File: config.mk
export PLATFORM = sky130hd
export DESIGN_NAME = edit_field_controller
export DESIGN_NICKNAME = d
export VERILOG_FILES = /design/src/rtl/edit_field_controller.sv
export SDC_FILE = /design/constraint.sdc
export NUM_CORES = 1
export LEC_CHECK = 0
export ABC_AREA = 1
export BUFFER_PORTS_ARGS = -buffer_cell sky130_fd_sc_hd__buf_2
export CORE_UTILIZATION = 30
export DETAILED_ROUTE_END_ITERATION = 10
export GPL_TIMING_DRIVEN = 0
export MAX_ROUTING_LAYER = met4
export PLACE_DENSITY = 0.42
export SLEW_MARGIN = 40
export SYNTH_ARGS = -nofsm -noshare
export SYNTH_HDL_FRONTEND = slang
export SYNTH_SLANG_ARGS = --single-unit
File: constraint.sdc
create_clock -name Clock -period 10.14 [get_ports Clock]
set_input_delay 1.014 -clock Clock [delete_from_list [all_inputs] [get_ports Clock]]
set_output_delay 1.014 -clock Clock [all_outputs]
set_load 0.03 [all_outputs]
File: src/rtl/edit_field_controller.sv
`default_nettype none
// ============================================================================
// Module   : edit_field_controller
// Purpose  : Button front end (sync/debounce/edge) and field-select FSM that
//            drives the time/date counter bank; optional auto-repeat is built
//            when EDIT_FIELD_AUTOREPEAT_EN is defined.
// Revision : 1.0 - initial release
// ============================================================================
module edit_field_controller #(
    parameter int DEBOUNCE_CYCLES = 500000,
    parameter int CNT_W           = 20,
    parameter int HOLD_CYCLES     = 25000000,
    parameter int REPEAT_CYCLES   = 10000000
) (
    input  logic Clock,
    input  logic Reset,
    input  logic Btn_Edit,
    input  logic Btn_Left,
    input  logic Btn_Right,
    input  logic Btn_Up,
    input  logic Btn_Dw,
    input  logic Btn_Fmt,
    output logic STC,
    output logic MTC,
    output logic HTC,
    output logic DF,
    output logic MF,
    output logic AF,
    output logic Up,
    output logic Dw,
    output logic Format,
    output logic Edit_Mode
);

    localparam logic [2:0] S_IDLE  = 3'd0;
    localparam logic [2:0] S_SEG   = 3'd1;
    localparam logic [2:0] S_MIN   = 3'd2;
    localparam logic [2:0] S_HR    = 3'd3;
    localparam logic [2:0] S_DIA   = 3'd4;
    localparam logic [2:0] S_MES   = 3'd5;
    localparam logic [2:0] S_ANO   = 3'd6;

    logic [5:0] btn_raw;
    logic [5:0] btn_pulse;

    assign btn_raw = {Btn_Fmt, Btn_Dw, Btn_Up, Btn_Right, Btn_Left, Btn_Edit};

    for (genvar i = 0; i < 6; i++) begin : g_btn
        logic             sync1_q;
        logic             sync2_q;
        logic             level_q;
        logic             level_d;
        logic             level_prev_q;
        logic [CNT_W-1:0] cnt_q;
        logic [CNT_W-1:0] cnt_d;

        // Counter runs only while the synced input disagrees with the level.
        always_comb begin
            level_d = level_q;
            cnt_d   = '0;
            if (sync2_q != level_q) begin
                if (cnt_q == CNT_W'(DEBOUNCE_CYCLES - 1)) begin
                    level_d = sync2_q;
                end else begin
                    cnt_d = cnt_q + 1'b1;
                end
            end
        end

        always_ff @(posedge Clock or posedge Reset) begin
            if (Reset) begin
                sync1_q      <= 1'b0;
                sync2_q      <= 1'b0;
                level_q      <= 1'b0;
                level_prev_q <= 1'b0;
                cnt_q        <= '0;
            end else begin
                sync1_q      <= btn_raw[i];
                sync2_q      <= sync1_q;
                level_q      <= level_d;
                level_prev_q <= level_q;
                cnt_q        <= cnt_d;
            end
        end

        assign btn_pulse[i] = level_q & ~level_prev_q;
    end

    logic edit_p, left_p, right_p, up_p, dw_p, fmt_p;
    assign edit_p  = btn_pulse[0];
    assign left_p  = btn_pulse[1];
    assign right_p = btn_pulse[2];
    assign up_p    = btn_pulse[3];
    assign dw_p    = btn_pulse[4];
    assign fmt_p   = btn_pulse[5];

    logic [2:0] state_q, state_d;
    logic [5:0] field_en_q, field_en_d;
    logic       up_q, up_d, dw_q, dw_d;
    logic       fmt_q, fmt_d;
    logic       edit_mode_q, edit_mode_d;
    logic       up_req, dw_req;
    logic       adj_ok;

`ifdef EDIT_FIELD_AUTOREPEAT_EN
    localparam int RPT_W = $clog2((HOLD_CYCLES > REPEAT_CYCLES) ? HOLD_CYCLES
                                                                 : REPEAT_CYCLES) + 1;

    logic             up_level, dw_level;
    logic             rpt_act_q, rpt_act_d;
    logic             rpt_up_q, rpt_up_d;
    logic             rpt_first_q, rpt_first_d;
    logic [RPT_W-1:0] rpt_cnt_q, rpt_cnt_d;
    logic             rpt_hit, rpt_fire;

    assign up_level = g_btn[3].level_q;
    assign dw_level = g_btn[4].level_q;

    // Count is zero in the cycle the last pulse was visible on Up/Dw.
    assign rpt_hit  = rpt_first_q ? (rpt_cnt_q == RPT_W'(HOLD_CYCLES - 1))
                                  : (rpt_cnt_q == RPT_W'(REPEAT_CYCLES - 1));
    assign rpt_fire = rpt_act_q & rpt_hit & (rpt_up_q ? up_level : dw_level);
    assign up_req   = up_p | (rpt_fire & rpt_up_q);
    assign dw_req   = dw_p | (rpt_fire & ~rpt_up_q);

    always_comb begin
        rpt_act_d   = rpt_act_q;
        rpt_up_d    = rpt_up_q;
        rpt_first_d = rpt_first_q;
        rpt_cnt_d   = rpt_act_q ? rpt_cnt_q + 1'b1 : '0;
        if (up_d | dw_d) begin
            rpt_act_d   = 1'b1;
            rpt_up_d    = up_d;
            rpt_first_d = up_p | dw_p;
            rpt_cnt_d   = '0;
        end else if (edit_p || (state_d != state_q) ||
                     !(rpt_up_q ? up_level : dw_level)) begin
            rpt_act_d = 1'b0;
            rpt_cnt_d = '0;
        end else if (rpt_fire) begin
            rpt_first_d = 1'b0;
            rpt_cnt_d   = '0;
        end
    end

    always_ff @(posedge Clock or posedge Reset) begin
        if (Reset) begin
            rpt_act_q   <= 1'b0;
            rpt_up_q    <= 1'b0;
            rpt_first_q <= 1'b0;
            rpt_cnt_q   <= '0;
        end else begin
            rpt_act_q   <= rpt_act_d;
            rpt_up_q    <= rpt_up_d;
            rpt_first_q <= rpt_first_d;
            rpt_cnt_q   <= rpt_cnt_d;
        end
    end
`else
    assign up_req = up_p;
    assign dw_req = dw_p;
`endif

    always_ff @(posedge Clock or posedge Reset) begin
        if (Reset) begin
            state_q     <= S_IDLE;
            field_en_q  <= '0;
            up_q        <= 1'b0;
            dw_q        <= 1'b0;
            fmt_q       <= 1'b0;
            edit_mode_q <= 1'b0;
        end else begin
            state_q     <= state_d;
            field_en_q  <= field_en_d;
            up_q        <= up_d;
            dw_q        <= dw_d;
            fmt_q       <= fmt_d;
            edit_mode_q <= edit_mode_d;
        end
    end

    always_comb begin
        state_d = state_q;
        if (edit_p) begin
            state_d = (state_q == S_IDLE) ? S_SEG : S_IDLE;
        end else if ((state_q != S_IDLE) && (right_p ^ left_p)) begin
            if (right_p) begin
                state_d = (state_q == S_ANO) ? S_SEG : state_q + 3'd1;
            end else begin
                state_d = (state_q == S_SEG) ? S_ANO : state_q - 3'd1;
            end
        end
    end

    // Adjust only in an edit state, with no Edit or navigation in the same cycle.
    assign adj_ok = (state_q != S_IDLE) & ~edit_p & ~(left_p | right_p) & (up_req ^ dw_req);

    always_comb begin
        field_en_d = '0;
        case (state_d)
            S_SEG:   field_en_d = 6'b000001;
            S_MIN:   field_en_d = 6'b000010;
            S_HR:    field_en_d = 6'b000100;
            S_DIA:   field_en_d = 6'b001000;
            S_MES:   field_en_d = 6'b010000;
            S_ANO:   field_en_d = 6'b100000;
            default: field_en_d = '0;
        endcase
        up_d        = adj_ok & up_req;
        dw_d        = adj_ok & dw_req;
        fmt_d       = fmt_q ^ fmt_p;
        edit_mode_d = (state_d != S_IDLE);
    end

    assign STC       = field_en_q[0];
    assign MTC       = field_en_q[1];
    assign HTC       = field_en_q[2];
    assign DF        = field_en_q[3];
    assign MF        = field_en_q[4];
    assign AF        = field_en_q[5];
    assign Up        = up_q;
    assign Dw        = dw_q;
    assign Format    = fmt_q;
    assign Edit_Mode = edit_mode_q;

endmodule
`default_nettype wire

# --- Word level (Yosys, flattened, before mapping) ---
# Cells that the tools add are included.
word_totals:
  elab_cells: 116
  ff_bits: 157
  in_bits: 8
  output_inout_bits: 10
op_classes:
  n_reduce_logical: 10
  muxes: 19
  n_eq_ne: 20
  add_sub_neg: 8
  n_bitwise: 23
ops:
  columns: ["op", "count"]
  rows:
  - ["$mux W20", 12]
  - ["$add A20 B1 Y20 const B", 6]
  - ["$eq A20 B19 Y1 const B", 6]
  - ["$pmux W6 S6", 1]
  - ["$mux W3", 5]
  - ["$eq A3 B3 Y1 const B", 4]
  - ["$reduce_and A2 Y1", 6]
  - ["$and A1 B1 Y1", 11]
  - ["$not A1 Y1", 8]
  - ["$eq A3 B1 Y1 const B", 2]
  - ["$eq A3 B2 Y1 const B", 2]
  - ["$ne A1 B1 Y1", 6]
  - ["$reduce_bool A3 Y1", 2]
  - ["$add A3 B1 Y3 const B", 1]
  - ["$logic_not A3 Y1", 1]
  - ["$sub A3 B1 Y3 const B", 1]
  - ["$xor A1 B1 Y1", 3]
  - ["$logic_and A1 B1 Y1", 1]
  - ["$mux W1", 1]
  - ["$or A1 B1 Y1", 1]

# --- Logic depth before layout (Yosys ltp) ---
# Gate-level depths: netlist of run 1.
depth:
  ltp_word: 8
  depth_mapped: 11
  depth_no_buf: 11

# --- Worst setup path before layout of run 1 ---
# No wires, ideal clock.
synth_path:
  kind: "register to register"
  from: "reg g_btn[2].level_q"
  to: "reg field_en_q[0]"
  n_path_buf: 0
  slack_ns: 8.626
  arrival_ns: 1.392
  path_stages_with_launch: 10
  required_time_ns: 10.017
  cell_sequence: "dfrtp_1 nand2_1 ha_1 inv_1 a21oi_4 nand3_1 nand3_2 nand2_2 nand2_1 nor2_1"
synth_via:
  elab_chain_len: 7
  elab_cells_between_ends: 13
  classes_between: "6 x eq/ne; 4 x mux; 2 x bitwise; 1 x reduce/logical"
synth_lines:
  columns: ["item", "line_no", "source"]
  rows:
  - ["from (decl)", "51", "logic level_q;"]
  - ["from (signal assigned)", "80", "level_q <= level_d;"]
  - ["$and A1 B1 Y1 *", "86", "assign btn_pulse[i] = level_q & ~level_prev_q;"]
  - ["$xor A1 B1 Y1", "186", "end else if ((state_q != S_IDLE) && (right_p ^ left_p)) begin"]
  - ["$logic_and A1 B1 Y1", "186", null]
  - ["$mux W3 *", "186", null]
  - ["$mux W3 *", "184", "if (edit_p) begin"]
  - ["named net state_d[0]", "97", "logic [2:0] state_q, state_d;"]
  - ["$eq A3 B3 Y1 (tied with other cells)", "200", "case (state_d)"]
  - ["$pmux W6 S6 *", "200", null]
  - ["named net field_en_d[0]", "98", "logic [5:0] field_en_q, field_en_d;"]
  - ["to (signal assigned)", "174", "field_en_q <= field_en_d;"]
  - ["to (decl)", "98", null]
# The timed path passes the listed nets; every way through them passes the cells marked *.
# A chain may end at the register's enable or synchronous reset.

# --- Final worst setup path of run 1 ---
layout_path:
  from: "reg fmt_q (netlist: Format)"
  to: "out Format"
layout_lines:
  columns: ["item", "line_no", "source"]
  rows:
  - ["from (decl)", "100", "logic fmt_q, fmt_d;"]
  - ["from (signal assigned)", "177", "fmt_q <= fmt_d;"]
  - ["to (decl)", "31", "output logic Format,"]
# No word-level cell between the ends.

==> flow_summary.toml, run 1 <==
[pwr]
p_sw_mw = 0.316
leakagePower_nw = 3.95
switching_share_pct = 23.6
p_int_mw = 1.03
power_frac_seq_pct = 47.7
peakVddDrop_uv = 99.3
cellPowerDensity_nw_per_um2 = 140
combPwrFrac_pct = 3.1
clkPwrFrac_pct = 49.2
total_power_mw = 1.34

[layout]
syn_to_final_growth_pct = 14.5
drive_gt1_share_pct = 6.86
n_antenna_cell = 0
final_nets = 1173
design_area_sq_um = 9620

[drt]
drcViolationCount = 0
wirelength_um = 19300
wl_per_cell_um = 12.5
via_per_inst = 4.46
vias = 6857
initialDrtViolationCount = 417
first_pass_iters = 4
final_antenna_net_count = 0

[global_route]
overflow = 0
grt_pass1_wl_um = 33800
grt_pass1_vias = 6907
grtUsageTotal_pct = 15.3
grt_max_degree = 72
antenna_found_initial = 0

[clock_network]
numCtsBuffers = 17
ctsHoldBuffers = 0
cts_setup_buffers = 0
clk_latency_ns = 0.43
cts_tree = "yes"
cts_resized = 0
cts_buffer_depth = 2
h-tree-depth = 4
path_clk_slew_ns = 0.07
cts.sinks = 157
cts_root_buf = "clkbuf_16"

[job]
maxCapViolations = 0

[sta]
slew_headroom_pct = 60.9
rsz0062_at_grt = "no"
post-route-period-util_pct = 19.8
slew_violations = 0
worstMarginPinSlew_ns = 0.584
skew_ns = 0.0128
hold_viol = 0
fmax_ghz = 0.497
setup_tns_ns = 0
fin_crit_ns = 2.01
setup_viol = 0

[placement]
gp_congestion = 0.853
place_area_sq_um = 9010
hpwl_um = 14100
port_buffers = 17

[hold_path]
hp-class = "register to register"

[floorplanning]
die_area_sq_um = 28700
start_util_pct = 30.9
ios = 18
rows = 60
fp.dieH_um = 169
die_w_um = 169
core_area_sq_um = 27200

[worst_setup_path]
crit_chain = "buf_2"
crit_family = "flip-flops"
crit_fanout = 2
path_class = "register to output pin"
cpPeakStageDelay_ns = 0.39
cp.buffers_inverters = 1
worstPathRequired_ns = 9.13
cp_slowest_cell = "dfrtp_1"
endpoint_kind = "output pin"
cp.arrival_ns = 1.00
critPathLaunchType = "register"

[synthesis]
synth_cell_types = 34
ys_top_cells_by_area = "dfrtp_1, nor2_1, nand2_1"
synth_fp_nets = 1135
yosysWarnings = 0
synth_top_cell_by_area = "dfrtp_1"
synthCells = 1115
avgSynthCellArea_sq_um = 7.53
synth_area_sq_um = 8400
ys_seq_area_share_pct = 46.8
synth_top_area_share_pct = 46.8
ys_ff_latch = 157

[status]
status = "complete, no violations"
-- per-stage QoR --
| step | hold WS (ns) | utilization [%] | setup slack, ns | cells |
|---|---|---|---|---|
| finish | 0.350 | 35.4 | 8.13 | 1538 |
| global route | 0.363 | 35.4 | 8.09 | 1538 |
| CTS | 0.354 | 35.4 | 8.10 | 1538 |
| detailed placement | 0.336 | 33.2 | 8.13 | 1506 |
| global placement | 0.333 | 32.9 | 2.62 | 1504 |
| floorplan | 0.331 | - | 4.89 | 1115 |
-- routing by layer --
layer / global-route usage, % / vias up / part of all wire (%)
li1: - / 3607 / -
met1: 20.3 / 3162 / 52
met2: 23.5 / 71 / 45
met3: 2.82 / 17 / 2.1
met4: 4.86 / 0 / 1.4
met5: - / - / 0
-- power by group through the flow --
stage,clock network [mW],logic [mW],registers [mW]
floorplan,0,0.0278,0.651
global placement,0,0.0408,0.653
detailed placement,0,0.0440,0.653
CTS,0.690,0.0442,0.640
global route,0.713,0.0499,0.641
finish,0.661,0.0416,0.641
-- synthesized netlist by cell type --
cell      count
nor2_1      287
nand2_1     239
dfrtp_1     157
nand3_1     122
inv_1       107
xor2_1       53
nand4_1      31
a21oi_1      17
ha_1         12
xnor2_1      11
o21ai_0      10
inv_2         9
nor3_1        7
nor3b_1       7
nor2_2        6
buf_2         4
clkbuf_1      4
nand3b_1      4
o21ai_1       4
and2_1        3
a31oi_1       2
nand3_2       2
nor3_2        2
nor4_1        2
o21a_1        2
o21bai_1      2
or2_0         2
a21o_1        1
a21oi_2       1
a21oi_4       1
clkinv_1      1
nand2_2       1
nor3b_2       1
xor2_2        1
-- sequential cells by signal (all words and copies together) (netlist names) --
register and flops:
Dw 1, Edit_Mode 1, Format 1, Up 1, field_en_q 6, g_btn.cnt_q 120, g_btn.level_prev_q 6, g_btn.level_q 6
g_btn.sync1_q 6, g_btn.sync2_q 6, state_q 3
-- final timing paths --
| kind | endpoint | depth (start not counted) | startpoint | slack (ns) |
|---|---|---|---|---|
| worst max register to register | field_en_q[0]$_DFF_PP0_ | 10 | g_btn[2].level_q$_DFFE_PP0P_ | 8.36 |
| max in group asynchronous | Edit_Mode$_DFF_PP0_ | 4 | Reset | 8.67 |
| min in group asynchronous | g_btn[5].cnt_q[18]$_DFF_PP0_ | 2 | Reset | 0.54 |
| worst max-delay path | Format | 1 | Format$_DFF_PP0_ | 8.13 |
| worst min register to register | g_btn[0].sync2_q$_DFF_PP0_ | 0 | g_btn[0].sync1_q$_DFF_PP0_ | 0.35 |
| worst min-delay path | g_btn[0].sync2_q$_DFF_PP0_ | 0 | g_btn[0].sync1_q$_DFF_PP0_ | 0.35 |
-- layout by cell type (no fill, tap or decap), types with 3 or more instances in the layout --
| cell | netlist | routed |
|---|---|---|
| inv_2 | 9 | 9 |
| ha_1 | 12 | 12 |
| dfrtp_1 | 157 | 157 |
| clkbuf_1 | 4 | 4 |
| nor3_1 | 7 | 7 |
| nand2_1 | 239 | 239 |
| inv_6 | 0 | 5 |
| inv_1 | 107 | 106 |
| o21ai_0 | 10 | 10 |
| nand3b_1 | 4 | 4 |
| and2_1 | 3 | 3 |
| clkinv_4 | 0 | 4 |
| nor3b_1 | 7 | 7 |
| clkbuf_16 | 0 | 17 |
| nor2_2 | 6 | 6 |
| nor2_1 | 287 | 287 |
| xnor2_1 | 11 | 11 |
| o21ai_1 | 4 | 4 |
| nand4_1 | 31 | 31 |
| buf_2 | 4 | 21 |
| xor2_1 | 53 | 53 |
| a21oi_1 | 17 | 17 |
| nand3_1 | 122 | 122 |
-- kinds of logic after synthesis --
family | after synthesis | synth area share, %
AOI/OAI and AO/OA | 40 | 2.74
xor gates and xnor gates | 65 | 6.87
adders and majority gates | 12 | 1.79
buffers and inverters | 125 | 5.65
DFF | 157 | 46.8
and+or+nand+nor | 716 | 36.2
-- area by class of cell --
type | count | area (sq um)
plain buffers | 8 | 35.0
multi-input cells | 833 | 3990
clock buffers | 19 | 453
fillers | 2921 | 17600
clock inverters | 13 | 154
flip-flops and latches | 157 | 3930
inverters | 117 | 447
well taps | 372 | 465
repair buffers | 19 | 140
(Power assumes the default switching activity.)
==> run 2: changes to the inputs <==
- PLACE_DENSITY: 0.42 -> 0.44
- clock period: 10.14 -> 1.8 ns (I/O delays scaled with it)
==> flow_summary.toml, run 2 (synthesis results as in run 1) <==
[status]
status = "complete, no violations"

[floorplanning]
fp.dieH_um = 169
start_util_pct = 30.9
rows = 60
ios = 18
die_w_um = 169
core_area_sq_um = 27200
die_area_sq_um = 28700

[worst_setup_path]
cp.buffers_inverters = 1
worst-r2r-cell-count = 10
crit_family = "simple AND/OR/NAND/NOR gates"
cp.arrival_ns = 2.01
crit_fanout = 7
worstPathRequired_ns = 2.16
cpPeakStageDelay_ns = 0.41
rr_startpoint = "g_btn[2].level_q$_DFFE_PP0P_"
critPathLaunchType = "register"
cp_slowest_cell = "dfrtp_2"
reg2reg_slack_ns = 0.15
endpoint_kind = "register"
crit_path_frequent_cell = "nand2_1"
crit_chain = "nand2_2, ha_4, inv_1, a21oi_4, nand2_1, nand2_1, nand3_2, nand2_2, nand2_1, nor2_1"
path_class = "register to register"
reg2reg_to = "field_en_q[4]$_DFF_PP0_"

[global_route]
grtUsageTotal_pct = 14.8
grt_max_degree = 25
overflow = 0
grt_pass1_vias = 6787
antenna_found_initial = 0
grt_pass1_wl_um = 33100

[drt]
drcViolationCount = 0
first_pass_iters = 5
vias = 6925
wirelength_um = 18900
via_per_inst = 4.47
final_antenna_net_count = 0
initialDrtViolationCount = 388
wl_per_cell_um = 12.2

[clock_network]
cts.sinks = 157
cts_setup_buffers = 0
cts_tree = "yes"
cts_root_buf = "clkbuf_16"
h-tree-depth = 4
path_clk_slew_ns = 0.06
numCtsBuffers = 17
clk_latency_ns = 0.43
cts_buffer_depth = 2

[sta]
fin_crit_ns = 1.65
setup_viol = 0
slew_headroom_pct = 56.8
hold_viol = 0
skew_ns = 0.0109
worstMarginPinSlew_ns = 0.646
post-route-period-util_pct = 91.8
slew_violations = 0
whs_ns = 0.226
fmax_ghz = 0.605

[pwr]
leakagePower_nw = 4.03
total_power_mw = 7.65
cellPowerDensity_nw_per_um2 = 777
peakVddDrop_uv = 531

[layout]
seq_area_sq_um = 3930
num-fill-cells = 2873
layout_common_cells = "nor2_1, nand2_1, dfrtp_1, nand3_1, inv_1"
drive_gt1_share_pct = 8.07
largest_reg_flops = 120
layout_commonest_cell = "nor2_1"
top_register = "g_btn.cnt_q"
multi_input_area_sq_um = 4030
design_area_sq_um = 9850
n_antenna_cell = 0
syn_to_final_growth_pct = 17.3
final_nets = 1186

[placement]
gp_congestion = 0.873
hpwl_um = 14200
port_buffers = 17
place_area_sq_um = 9140

[hold_path]
hp-class = "primary input to async pin"

[job]
maxCapViolations = 0
run 2: cell type report:
type / instances / area share (%)
sequential: 157 / 39.9
inverter: 117 / 4.50
clock inverter: 11 / 1.71
multi-input combinational: 833 / 40.9
clock buffer: 19 / 4.39
timing repair buffer: 32 / 3.45
tap: 372 / 4.72
buffer: 8 / 0.356
run 2: worst register-to-register path, cell delays in order, from the launching register on:
cell     delay (ns)
dfrtp_2        0.41
nand2_2        0.12
ha_4           0.29
inv_1          0.05
a21oi_4        0.21
nand2_1        0.08
nand2_1        0.11
nand3_2        0.08
nand2_2        0.07
nand2_1        0.07
nor2_1         0.09
run 2: metrics by stage:
stage	TNS, ns	utilization, %	setup WS [ns]	cells
4_1_cts	0	36.1	0.0139	1549
2_1_floorplan	-57.60	-	-0.367	1115
3_3_place_gp	-241.90	32.9	-1.56	1504
6_report	0	36.3	0.148	1549
5_1_grt	-0.00757	36.3	-0.00649	1549
3_5_place_dp	0	33.6	0.0487	1512
run 2: timing repair:
action | CTS | global route
gates resized for setup | 0 | 13
hold buffers | 7 | 0
hold endpoints to repair | 54 | 0
setup endpoints to repair | 0 | 26
run 2: how the worst max path moves through the flow:
stage                                          startpoint                           to  slack, ns  cells after the start
after detailed placement     g_btn[2].level_q$_DFFE_PP0P_      field_en_q[4]$_DFF_PP0_       0.05                     10
after floorplan                                     Reset                 Dw$_DFF_PP0_      -0.37                      1
after global placement                              Reset  g_btn[0].cnt_q[6]$_DFF_PP0_      -1.56                      2
after CTS                    g_btn[2].level_q$_DFFE_PP0P_      field_en_q[4]$_DFF_PP0_       0.01                     10
final                        g_btn[2].level_q$_DFFE_PP0P_      field_en_q[4]$_DFF_PP0_       0.15                     10
after global routing      g_btn[2].level_prev_q$_DFF_PP0_      field_en_q[0]$_DFF_PP0_     -0.006                     11
run 2: metal layers:
metal | global-route usage, % | vias up | share of wire [%]
li1 | - | 3633 | -
met1 | 19.7 | 3174 | 51
met4 | 5.25 | 0 | 1.7
met2 | 22.5 | 99 | 45
met3 | 2.82 | 19 | 3.0
met5 | - | - | 0
run 2: power by group:
group / internal, mW / switching, mW / total [mW]
logic: 0.102 / 0.177 / 0.279
clock network: 2.31 / 1.46 / 3.76
registers: 3.57 / 0.0349 / 3.61
==> run 3: changes to the inputs <==
- GPL_TIMING_DRIVEN: 0 -> not set
==> flow_summary.toml, run 3 (synthesis results as in run 1) <==
[job]
maxCapViolations = 0

[worst_setup_path]
cp.arrival_ns = 1.90
endpoint_kind = "register"
crit_fanout = 6
worstPathRequired_ns = 2.10
path_class = "register to register"
critPathLaunchType = "register"

[layout]
final_nets = 1189
seq_area_sq_um = 3930
num-fill-cells = 2935
largest_reg_flops = 120
n_antenna_cell = 0
drive_gt1_share_pct = 8.29
layout_common_cells = "nor2_1, nand2_1, dfrtp_1, nand3_1, inv_1"
fin_util_pct = 36.0
syn_to_final_growth_pct = 16.4
multi_input_area_sq_um = 4030
top_register = "g_btn.cnt_q"
design_area_sq_um = 9770
final_cells = 1554
layout_commonest_cell = "nor2_1"

[floorplanning]
die_area_sq_um = 28700
start_util_pct = 30.9
die_w_um = 169
core_area_sq_um = 27200
ios = 18
rows = 60
fp.dieH_um = 169

[clock_network]
clk_latency_ns = 0.43
cts.sinks = 157
cts_tree = "yes"
h-tree-depth = 4
numCtsBuffers = 17
path_clk_slew_ns = 0.07
cts_buffer_depth = 2
cts_root_buf = "clkbuf_16"
cts_setup_buffers = 0

[pwr]
peakVddDrop_uv = 559
leakagePower_nw = 4.02
cellPowerDensity_nw_per_um2 = 758

[global_route]
grt_pass1_wl_um = 33800
grt_pass1_vias = 6979
grtUsageTotal_pct = 15.2
overflow = 0
grt_max_degree = 63
antenna_found_initial = 0

[drt]
initialDrtViolationCount = 423
wl_per_cell_um = 12.4
drcViolationCount = 0
vias = 6967
first_pass_iters = 5
final_antenna_net_count = 0
via_per_inst = 4.48
wirelength_um = 19200

[sta]
whs_ns = 0.234
worstMarginPinSlew_ns = 0.446
setup_viol = 0
post-route-period-util_pct = 88.7
slew_headroom_pct = 70.2
slew_violations = 0
skew_ns = 0.0136
postLayoutSetupSlackWorst_ns = 0.203
fmax_ghz = 0.626
hold_viol = 0
fin_crit_ns = 1.60
rsz0062_at_grt = "no"

[placement]
hpwl_um = 14100
place_area_sq_um = 9100
dp.cells = 1515
gp_congestion = 0.867
port_buffers = 17
place_ws_ns = 0.0788

[status]
status = "complete, no violations"

[hold_path]
hp-class = "primary input to async pin"
-- run 3: changes by cell type in the layout (fill, tap and decap cells not counted), moves of 4 or more --
| cell | change |
|---|---|
| buf_16 | -4 |
| buf_2 | -4 |
| buf_4 | +16 |
| clkbuf_1 | -5 |
| inv_6 | +4 |
-- run 3: per-stage QoR --
step	TNS [ns]	total power, mW
finish	0	7.41
global route	0	7.75
CTS	0	7.56
detailed placement	0	3.93
floorplan	-57.60	3.83
global placement	0	3.93
-- run 3: final timing paths --
kind	startpoint	endpoint	slack, ns	cells after the start
setup / recovery	state_q[0]$_DFF_PP0_	Edit_Mode$_DFF_PP0_	0.20	9
hold / removal	Reset	Format$_DFF_PP0_	0.23	3
setup reg to reg	state_q[0]$_DFF_PP0_	Edit_Mode$_DFF_PP0_	0.20	9
hold reg to reg	g_btn[1].sync1_q$_DFF_PP0_	g_btn[1].sync2_q$_DFF_PP0_	0.35	0
max in group asynchronous	Reset	state_q[0]$_DFF_PP0_	0.93	4
min in group Clock	g_btn[1].sync1_q$_DFF_PP0_	g_btn[1].sync2_q$_DFF_PP0_	0.35	0
-- run 3: routing by layer --
metal  global-route usage, %  wire [um]  vias to the layer above
met3                    3.13        520                       13
li1                        -          -                     3644
met4                    4.43        195                        0
met2                    23.6       8760                       80
met1                    19.9       9780                     3230
met5                       -          0                        -
-- run 3: what timing repair did --
item                       CTS  global route
setup endpoints to repair    0            14
gates resized for setup      0             7
hold endpoints to repair    96             0
hold buffers                 7             0
-- run 3: final cells by class --
class | instances | share of cell area, %
multi-input combinational | 833 | 41.2
sequential | 157 | 40.2
timing repair buffer | 43 | 3.43
inverter | 117 | 4.53
clock inverter | 13 | 1.34
tap | 372 | 4.76
clock buffer | 19 | 4.53
-- run 3: power breakdown --
group / internal, mW / switching, mW
clock network: 1.97 / 1.58
registers: 3.57 / 0.0343
logic: 0.0822 / 0.171
-- run 3: worst max-delay path, cell delays in order (launching register included) --
cell and delay [ns]:
dfrtp_2 0.45, inv_1 0.15, ha_1 0.26, nand2_1 0.11
nand2_1 0.14, nor2_1 0.07, nand2_1 0.06, nand2_1 0.07
nand2_1 0.08, nand3_1 0.08
